===== src/rtl/chess_pkg.sv =====
// Shared definitions for the chess accelerator move-queue slice: move word
// layout, sequencer states and control-register bit positions.
package chess_pkg;

  localparam int MOVE_W       = 12;
  localparam int FROM_ROW_LSB = 9;
  localparam int FROM_COL_LSB = 6;
  localparam int TO_ROW_LSB   = 3;
  localparam int TO_COL_LSB   = 0;

  localparam int START_BIT = 0;
  localparam int DONE_BIT  = 1;
  localparam int ERR_BIT   = 2;

  typedef enum logic [1:0] {
    IDLE    = 2'd0,
    REQ     = 2'd1,
    COLLECT = 2'd2,
    DONE    = 2'd3
  } state_e;

  function automatic logic [MOVE_W-1:0] pack_move(input logic [2:0] from_row,
                                                  input logic [2:0] from_col,
                                                  input logic [2:0] to_row,
                                                  input logic [2:0] to_col);
    logic [MOVE_W-1:0] word;
    word = '0;
    word[FROM_ROW_LSB +: 3] = from_row;
    word[FROM_COL_LSB +: 3] = from_col;
    word[TO_ROW_LSB +: 3]   = to_row;
    word[TO_COL_LSB +: 3]   = to_col;
    return word;
  endfunction

endpackage


===== src/rtl/chess_move_fifo.sv =====
// Show-ahead FIFO for generated moves: the head word is visible on data_o
// whenever the FIFO holds data and reads as zero when it is empty.
module chess_move_fifo
  import chess_pkg::*;
#(
  parameter int WIDTH = MOVE_W,
  parameter int DEPTH = 32
) (
  input  logic                       clk,
  input  logic                       reset_n,
  input  logic                       flush_i,
  input  logic                       push_i,
  input  logic [WIDTH-1:0]           data_i,
  input  logic                       pop_i,
  output logic [WIDTH-1:0]           data_o,
  output logic                       empty_o,
  output logic                       full_o,
  output logic [$clog2(DEPTH+1)-1:0] count_o
);

  localparam int PTR_W = $clog2(DEPTH);
  localparam int CNT_W = $clog2(DEPTH + 1);

  logic [WIDTH-1:0] mem_q [DEPTH];
  logic [PTR_W-1:0] wr_ptr_q;
  logic [PTR_W-1:0] rd_ptr_q;
  logic [CNT_W-1:0] count_q;
  logic             do_push;
  logic             do_pop;

  // Flush dominates; a push into a full FIFO or a pop from an empty one is ignored.
  always_comb begin
    full_o  = (count_q == CNT_W'(DEPTH));
    empty_o = (count_q == '0);
    do_push = push_i & ~full_o & ~flush_i;
    do_pop  = pop_i & ~empty_o & ~flush_i;
    data_o  = empty_o ? '0 : mem_q[rd_ptr_q];
    count_o = count_q;
  end

  always_ff @(posedge clk or negedge reset_n) begin
    if (!reset_n) begin
      wr_ptr_q <= '0;
      rd_ptr_q <= '0;
      count_q  <= '0;
    end else if (flush_i) begin
      wr_ptr_q <= '0;
      rd_ptr_q <= '0;
      count_q  <= '0;
    end else begin
      if (do_push) begin
        wr_ptr_q <= wr_ptr_q + PTR_W'(1);
      end
      if (do_pop) begin
        rd_ptr_q <= rd_ptr_q + PTR_W'(1);
      end
      if (do_push && !do_pop) begin
        count_q <= count_q + CNT_W'(1);
      end else if (do_pop && !do_push) begin
        count_q <= count_q - CNT_W'(1);
      end
    end
  end

  always_ff @(posedge clk) begin
    if (do_push) begin
      mem_q[wr_ptr_q] <= data_i;
    end
  end

endmodule


===== src/rtl/chess_move_queue.sv =====
// Move-queue sequencer: turns a start level into one generator request and
// buffers the returned moves for word-at-a-time readback by the HPS.
module chess_move_queue
  import chess_pkg::*;
#(
  parameter int DEPTH          = 32,
  parameter int TIMEOUT_CYCLES = 4096,
  parameter int MOVE_W         = chess_pkg::MOVE_W
) (
  input  logic                       clk,
  input  logic                       reset_n,
  input  logic                       start,
  output logic                       done,
  output logic                       err_timeout,
  input  logic                       pop,
  output logic [MOVE_W-1:0]          move_out,
  output logic                       empty,
  output logic                       full,
  output logic [$clog2(DEPTH+1)-1:0] move_count,
  output logic [7:0]                 total_moves,
  output logic                       gen_req,
  output logic                       gen_abort,
  input  logic                       gen_valid,
  input  logic [MOVE_W-1:0]          gen_move,
  input  logic                       gen_last,
  output logic                       gen_ready
);

  localparam int                 TMR_W    = (TIMEOUT_CYCLES > 2) ? $clog2(TIMEOUT_CYCLES) : 1;
  localparam logic [TMR_W-1:0]   TMR_LAST = TMR_W'(TIMEOUT_CYCLES - 1);

  state_e           state_q;
  logic             start_q;
  logic             done_q;
  logic             err_q;
  logic             req_q;
  logic             abort_q;
  logic [7:0]       total_q;
  logic [7:0]       total_d;
  logic [TMR_W-1:0] timer_q;

  logic             rise;
  logic             fall;
  logic             accept;
  logic             last_taken;
  logic             flush;
  logic             fifo_full;
  logic             fifo_empty;

  // A valid last beat only ends the search once it has actually been stored.
  always_comb begin
    rise       = start & ~start_q;
    fall       = ~start & start_q;
    accept     = (state_q == COLLECT) & gen_valid & ~fifo_full & ~fall;
    last_taken = gen_last & (accept | ~gen_valid);
    flush      = ((state_q == IDLE) & rise)
               | (((state_q == REQ) | (state_q == COLLECT)) & fall);
    total_d    = (total_q == 8'hFF) ? total_q : total_q + 8'd1;
  end

  chess_move_fifo #(
    .WIDTH (MOVE_W),
    .DEPTH (DEPTH)
  ) u_fifo (
    .clk     (clk),
    .reset_n (reset_n),
    .flush_i (flush),
    .push_i  (accept),
    .data_i  (gen_move),
    .pop_i   (pop),
    .data_o  (move_out),
    .empty_o (fifo_empty),
    .full_o  (fifo_full),
    .count_o (move_count)
  );

  always_ff @(posedge clk or negedge reset_n) begin
    if (!reset_n) begin
      state_q <= IDLE;
      start_q <= 1'b0;
      done_q  <= 1'b0;
      err_q   <= 1'b0;
      req_q   <= 1'b0;
      abort_q <= 1'b0;
      total_q <= '0;
      timer_q <= '0;
    end else begin
      start_q <= start;
      req_q   <= 1'b0;
      abort_q <= 1'b0;
      if (accept) begin
        total_q <= total_d;
      end
      case (state_q)
        IDLE: begin
          done_q <= 1'b0;
          if (rise) begin
            total_q <= '0;
            err_q   <= 1'b0;
            state_q <= REQ;
          end
        end
        REQ: begin
          if (fall) begin
            state_q <= IDLE;
          end else begin
            req_q   <= 1'b1;
            timer_q <= '0;
            state_q <= COLLECT;
          end
        end
        COLLECT: begin
          // Abandoning the search outranks both completion and timeout.
          if (fall) begin
            abort_q <= 1'b1;
            state_q <= IDLE;
          end else if (last_taken) begin
            timer_q <= '0;
            done_q  <= 1'b1;
            state_q <= DONE;
          end else if (accept || gen_last) begin
            timer_q <= '0;
          end else if (timer_q == TMR_LAST) begin
            err_q   <= 1'b1;
            abort_q <= 1'b1;
            done_q  <= 1'b1;
            state_q <= DONE;
          end else begin
            timer_q <= timer_q + TMR_W'(1);
          end
        end
        DONE: begin
          if (fall) begin
            done_q  <= 1'b0;
            state_q <= IDLE;
          end
        end
        default: state_q <= IDLE;
      endcase
    end
  end

  assign done        = done_q;
  assign err_timeout = err_q;
  assign gen_req     = req_q;
  assign gen_abort   = abort_q;
  assign total_moves = total_q;
  assign empty       = fifo_empty;
  assign full        = fifo_full;
  assign gen_ready   = ~fifo_full;

endmodule


===== config.mk =====
export PLATFORM = sky130hd
export DESIGN_NAME = chess_move_queue
export DESIGN_NICKNAME = d
export VERILOG_FILES = /design/src/rtl/chess_pkg.sv /design/src/rtl/chess_move_fifo.sv /design/src/rtl/chess_move_queue.sv
export SDC_FILE = /design/constraint.sdc
export NUM_CORES = 1
export LEC_CHECK = 0
export CAP_MARGIN = 20
export CORE_MARGIN = 3
export CORE_UTILIZATION = 44
export CTS_CLUSTER_SIZE = 20
export DETAILED_ROUTE_END_ITERATION = 6
export PLACE_DENSITY_LB_ADDON = 0.3
export SLEW_MARGIN = 5
export SYNTH_ARGS = -nofsm -noshare
export SYNTH_HDL_FRONTEND = slang
export SYNTH_SLANG_ARGS = --single-unit

===== constraint.sdc =====
create_clock -name clk -period 4.1 [get_ports clk]
set_input_delay 0.41 -clock clk [delete_from_list [all_inputs] [get_ports clk]]
set_output_delay 0.41 -clock clk [all_outputs]
set_load 0.01 [all_outputs]

==> parameters.txt <==
Parameter                              Value

Outcome
  Run status    completed

Synth
  XOR/XNOR share of the synthesized area    less than 1%
  Synth Area in Adders    1.27%
  Share of the synthesized area in compound gates (AO/OA/AOI/OAI)    6.54%
  Post-synthesis instance area    17300 um2
  Syn nets    slightly above 1k
  Synth cell count leaders    384 x edfxtp_1, 72 x mux4_2, 69 x nor2_1
  Number of flops mapped to enable cells by yosys    384
  Sequential element share of the synthesized area    around 73%
  Primary FF master, synth    edfxtp_1
  Multiplexer share of the synthesized area    12.5%
  Number of distinct library cell variants in the gate-level netlist after synthesis    between 50 and 60
  Most instantiated library cell after synthesis    edfxtp_1
  Synth Area per Inst    17.7 um2
  Main combinational cell family by area after synthesis    multiplexers
  Simple-Gate Fraction of Synth Area    4.35%
  Post-synthesis cell type with the largest combined area    edfxtp_1
  Area contributors post-synth    edfxtp_1 67%, mux4_2 9.4%, dfrtp_1 6.2%
  Area share of the largest cell type after synthesis    66.7%
  Mapped Cells    976
  Total of warnings raised by yosys    0
  Synth async-reset ratio    10.1%
  Number of flip-flops and latches in the synthesized netlist    427

Global routing
  Vias in the first global route    9572
  Global router's overall resource usage    19.4%
  Global-route wire length before repair    a little over 60000 um
  Largest net degree at the start of global routing    slightly above 50
  Initial antenna violation count    1
  Congestion Overflow GR    0

Power and ir drop
  Total power consumption of the routed design    11.9 mW
  Areal power density over the cells    588 nW/um2
  Cell leakage power    6.76 nW
  Max IR drop VDD    0.305 mV

STA
  Sum of negative setup slack    0 ns
  Transition at the pin with the smallest max-transition slack    0.916 ns
  Slew HR    38.9%
  Share of the cycle needed by the critical path after routing    99.1%
  Fin crit period    4.06 ns
  Max Fclk    246 MHz
  Final setup skew    0.0293 ns
  Number of hold-slack violations in the final timing report    0
  Number of failing setup endpoints in the final timing report    0
  Unrepaired setup endpoints after global routing    false
  Final Max Slew Viols    0

Floorplan
  Overall die area    41700 um2
  Core area    about 38000 um2
  Initial Utilization    between 40% and 50%
  Number of rows created at floorplan    71
  Top Ports    51
  Y dimension of the die    204 um
  Die W    204 um

Place
  Quantity of I/O buffers inserted on ports    50
  Detail Placement HPWL    24600 um
  Placed cell count    roughly 1.5k
  Gpl congestion    0.814

Routing
  Highest metal layer used by the detailed router    met4
  DRT antenna net count    0
  Post-route DRC    0
  Detail-routed via count per cell    about 5.8
  Number of optimization iterations in the first detailed-route pass    5
  Wire length on met2    ~20000 um
  First DRT Iteration DRCs    1040
  Routed wire per std cell    24.5 um
  Met1 Wirelength    16500 um
  Wirelength, routed    39800 um
  Wire length on met3    2880 um
  Routed vias    roughly 9.4k

Clocking
  Clock tree from TritonCTS    done
  Clk_lat worst skew    0.57 ns
  Hold buffer count at CTS    0
  Clk slew on worst S/H paths    0.06 ns
  Number of resized instances in the post-cts repair step    0
  CTS root buffer    clkbuf_16
  Clock Sinks    427
  Setup repair bufs after CTS    0
  Number of clock buffers inserted by TritonCTS    42
  Max H-tree Level    2
  Maximum number of buffers from clock root to sink    3

Worst setup path
  Worst reg2reg endpoint    u_fifo.count_o[5]
  Worst setup EP type    output pin
  Family with the most delay on the worst path    compound AO/OA/AOI/OAI gates
  Buf+Inv Stages, Crit Path    2
  Cells along the critical path    buf_4 > mux2i_1 > o22ai_1 > a211o_1 > o21ai_0 > a21oi_1 > clkdlybuf4s50_1
  Crit-path max cell delay    ~0.71 ns
  Slowest cell on the critical path    dfrtp_4
  Crit path required time    3.69 ns
  CP startpoint kind    flop
  Worst Path Max Fanout    26
  Reg2Reg Depth    12
  Startpoint-to-endpoint class of the critical path    reg -> out
  Startpoint of the most critical register-to-register path    state_q[0]
  Critical path arrival    3.65 ns
  Minimum setup slack among reg-to-reg paths    0.73 ns

Layout
  Final #Nets    1117
  Fin cells    1626
  Relative area change from synthesis to final layout    17.1%
  Utilization after layout    53.0%
  Share of post-route cells with drive strength above 1    19.4%
  N_diodes    0

Min path
  Hold crit path type    in -> async

Flow run
  Number of maximum-capacitance constraint violations    0
## layout make-up
class / count / area, um2
clock buffers: 49 / 1080
clock inverters: 28 / 367
fillers: 3018 / 17900
inverters: 14 / 52.6
multi-input cells: 482 / 4420
flip-flops and latches: 427 / 12600
well taps: 511 / 639
repair buffers: 115 / 1080
## routing by layer
metal | vias up | track usage [%]
met5 | - | 0
li1 | 4146 | -
met1 | 4882 | 27.3
met4 | 0 | 5.11
met3 | 60 | 3.97
met2 | 326 | 31.3
## registers in the layout, summed over array words and instances (netlist names), 2 cells and up
register	cells
state_q	2
timer_q	12
total_moves	8
u_fifo.count_o	6
u_fifo.mem_q	384
u_fifo.rd_ptr_q	5
u_fifo.wr_ptr_q	5
## worst register-to-register path, delay by kind of cell (launching register included)
kind | cells | cell delay (ns)
AO/OA/AOI/OAI | 4 | 0.75
adder cells (fa/ha/maj) | 2 | 0.61
buffers and inverters | 1 | 0.09
flip-flops | 1 | 0.39
multiplexers | 2 | 0.57
AND/OR/NAND/NOR | 3 | 0.84
## placed cells by master, fill, tap and decap left out, drive strengths merged, types with 9 or more instances in the layout
master	synthesis	layout
edfxtp	384	384
mux4	72	72
nor2	69	69
buf	17	65
mux2i	52	52
clkdlybuf4s50	0	49
clkbuf	36	49
dfrtp	43	43
a21oi	36	36
nand2	31	31
o21ai	23	23
inv	14	17
a31oi	16	16
ha	16	16
nand3	13	13
o221ai	12	12
a22oi	12	12
o22ai	12	12
a22o	12	12
a211oi	12	12
clkinv	0	12
xnor2	11	11
a211o	9	9
## cells by family (layout without fill, tap and decap cells)
group | after synthesis | count (layout)
flip-flops | 427 | 427
AO/OA/AOI/OAI | 162 | 162
AND/OR/NAND/NOR | 160 | 160
multiplexers | 126 | 126
buffers and inverters | 67 | 206
adder cells (fa/ha/maj) | 17 | 17
XOR/XNOR | 17 | 17
## how the worst max path moves through the flow
stage                                  start                end  cells after the start
after global routing      u_fifo.rd_ptr_q[1]        move_out[6]                      7
after detailed placement               start  u_fifo.count_o[5]                     11
after global placement                 start  u_fifo.count_o[5]                     11
after floorplan                   state_q[0]  u_fifo.count_o[5]                     14
final                     u_fifo.rd_ptr_q[1]        move_out[6]                      7
after CTS                 u_fifo.rd_ptr_q[1]        move_out[6]                      7
## through the flow
step | area, um2 | setup WS, ns | hold WS, ns
3_5_place_dp | 18700 | 0.527 | 0.480
3_3_place_gp | 18700 | 0.601 | 0.472
4_1_cts | 20200 | 0.171 | 0.0467
6_report | 20300 | 0.0389 | 0.317
2_1_floorplan | 17300 | 0.902 | 0.114
5_1_grt | 20300 | 0.0215 | 0.344
## power by group
part           switching, mW  internal [mW]
clock network           1.62           2.35
logic                   1.50           1.40
registers              0.200           4.84
total                   3.32           8.59
(Power assumes the default switching activity.)
==> patch: new RTL, same flow settings <==
Change the package constant `MOVE_W` from 12 to 24.
--- a/src/rtl/chess_pkg.sv
+++ b/src/rtl/chess_pkg.sv
@@ -3,5 +3,5 @@
 package chess_pkg;
 
-  localparam int MOVE_W       = 12;
+  localparam int MOVE_W       = 24;
   localparam int FROM_ROW_LSB = 9;
   localparam int FROM_COL_LSB = 6;
Ports: changed (resized gen_move and move_out); port bits go from 51 to 75. The function was not compared with the original's and may differ.
==> patch against the original RTL <==
  * Area after synthesis increased by 84%
  * Sequential share of layout area increased by 1.8 points
  * Worst setup slack improved by 0.14 ns
  * Cell count increased by 72%
  * Cell area increased by 86%
  * Sequential power increased by 85%
  * Clock power increased by 94%
  * Power increased by 87%
  * Wire length increased by 92%
  * Global-route usage increased by 1.1 points
  * Sequential cell count increased by 384
==> patch: results (changes against the original RTL) <==
* Arrival time of data at the critical path endpoint: 3.52 ns (-0.13 ns)
- The quantity of I/O buffers inserted on ports was 74 (+48%).
- The largest fanout on the critical path came to 25 (-3.8%).
- Maximum clock skew at final layout: 0.0452 ns (+0.0159 ns)
- Overall routing resource usage: 20.5% (+1.1 points)
- Largest register FFs: 768 (+100%)
- Met1 usage in global routing: 29.6% (+2.3 points)
- The clock network latency to the later pin of the worst-skew pair came to 0.64 ns (+0.07 ns).
- Met2 GRT Util: 32.6% (+1.4 points)
* Final HPWL DP: 44.4 mm (+80%)
* Leak pwr: 12.2 nW (+81%)
* Initial detailed-routing violation count: 1,983 (+91%)
* Avg Cell Area, Syn: 19.7 um^2 (+11%)
* Number of nets in the final layout: 1,832 (+64%)
* Number of buffers added by the clock tree synthesis step: 82 (+95%)
- Share of post-route cells with drive strength above 1: 22.9% (+3.6 points)
- Global-route wire length before repair: 113 mm (+86%)
- The post-synthesis async set-or-reset flop share was 5.30% (-4.8 points).
- The routing usage on met3 is 3.31% (-0.65 points).
- The placer congestion estimate came to 0.782 (-4.0%).
- The flow ran to the end, and the final reports show no timing, DRC or antenna violations.
- Net count of the mapped netlist: 1,660 (+64%)
* Leading cell types by total area after synthesis: sky130_fd_sc_hd__edfxtp_1 (73%), sky130_fd_sc_hd__mux4_2 (10%), sky130_fd_sc_hd__dfrtp_1 (3.4%), sky130_fd_sc_hd__mux2i_1 (3.1%), sky130_fd_sc_hd__a21oi_1 (0.85%)
- CTS sink count: 811 (+90%)
- The count of H-tree levels built during CTS is 3 (+1).
* Number of enable-type register cells in the synthesized netlist: 768 (+100%)
* Cell variety after synth: 60 (+7.1%)
- The headroom to the max-slew limit came to 27.7% (-11 points).
- WL final: 76.5 mm (+92%)
* Total net switching power: 5.99 mW (+80%)
- Pin count of the biggest net entering global routing: 44 (-14%)
- Sequential fraction of the synthesis area: 75.9% (+3.0 points)
* Post-synth top cells: sky130_fd_sc_hd__edfxtp_1 (768), sky130_fd_sc_hd__mux4_2 (144), sky130_fd_sc_hd__mux2i_1 (100), sky130_fd_sc_hd__nor2_1 (70), sky130_fd_sc_hd__a21oi_1 (54)
patch: worst paths after layout:
path,startpoint,to,slack [ns],depth (start not counted)
setup / recovery,u_fifo.rd_ptr_q[3],move_out[7],0.17,8
hold / removal,reset_n,timer_q[4],0.19,2
setup reg to reg,state_q[0],u_fifo.count_o[5],0.70,12
hold reg to reg,timer_q[9],timer_q[9],0.49,1
max in group asynchronous,reset_n,total_moves[5],3.45,3
min in group clk,start,start_q,0.35,1
patch: layout make-up:
class,instances,area (um^2)
clock buffer,96,2100
clock inverter,56,692
tap,940,1180
fill,5329,33000
inverter,15,56.3
multi-input combinational,698,7460
sequential,811,24100
timing repair buffer,177,2070
patch: power by group through the flow:
stage          Sequential, mW  Combinational [mW]  Clock [mW]
2_1_floorplan            9.44                3.27           0
3_3_place_gp             9.53                5.07           0
3_5_place_dp             9.54                5.12           0
4_1_cts                  9.35                5.17        7.84
5_1_grt                  9.35                5.54        8.19
6_report                 9.34                5.17        7.71
patch: repair_timing:
| action | in CTS | in global routing |
|---|---|---|
| cloned | 0 | 1 |
| resized for setup | 1 | 4 |
| setup buffers | 1 | 0 |
| endpoints found under the setup margin | 3 | 7 |
| hold buffers | 1 | 0 |
| hold endpoints to repair | 43 | 0 |
patch: critical path, stage by stage, from the launching register on:
cell	delay, ns
sky130_fd_sc_hd__dfrtp_1	0.52
sky130_fd_sc_hd__nor2b_2	0.22
sky130_fd_sc_hd__buf_4	0.41
sky130_fd_sc_hd__nand2_1	0.11
sky130_fd_sc_hd__buf_4	0.30
sky130_fd_sc_hd__o221ai_1	0.21
sky130_fd_sc_hd__a21oi_1	0.07
sky130_fd_sc_hd__a21oi_1	0.39
sky130_fd_sc_hd__clkdlybuf4s50_1	0.64
patch: routing by layer:
layer  routed length, um  share of wire, %
met1               32100                42
met2               36700                48
met3                5970               7.8
met4                1700               2.2
met5                   0                 0
patch: logic make-up (layout without fill, tap and decap cells):
| family | after synthesis | after routing | share of synthesized area [%] |
|---|---|---|---|
| buffers and inverters | 104 | 344 | 1.40 |
| AO/OA/AOI/OAI | 251 | 251 | 5.52 |
| XOR/XNOR | 17 | 17 | 0.492 |
| flip-flops | 811 | 811 | 75.9 |
| multiplexers | 247 | 247 | 13.5 |
| adder cells (fa/ha/maj) | 17 | 17 | 0.693 |
| AND/OR/NAND/NOR | 166 | 166 | 2.53 |
patch: per-stage QoR:
step	setup slack, ns	utilization (%)	power (mW)
final	0.174	53.3	22.2
after global routing	0.0157	53.3	23.1
after CTS	0.00971	52.7	22.4
after detailed placement	0.513	48.7	14.7
after global placement	0.516	48.7	14.6
after floorplan	0.896	-	12.7
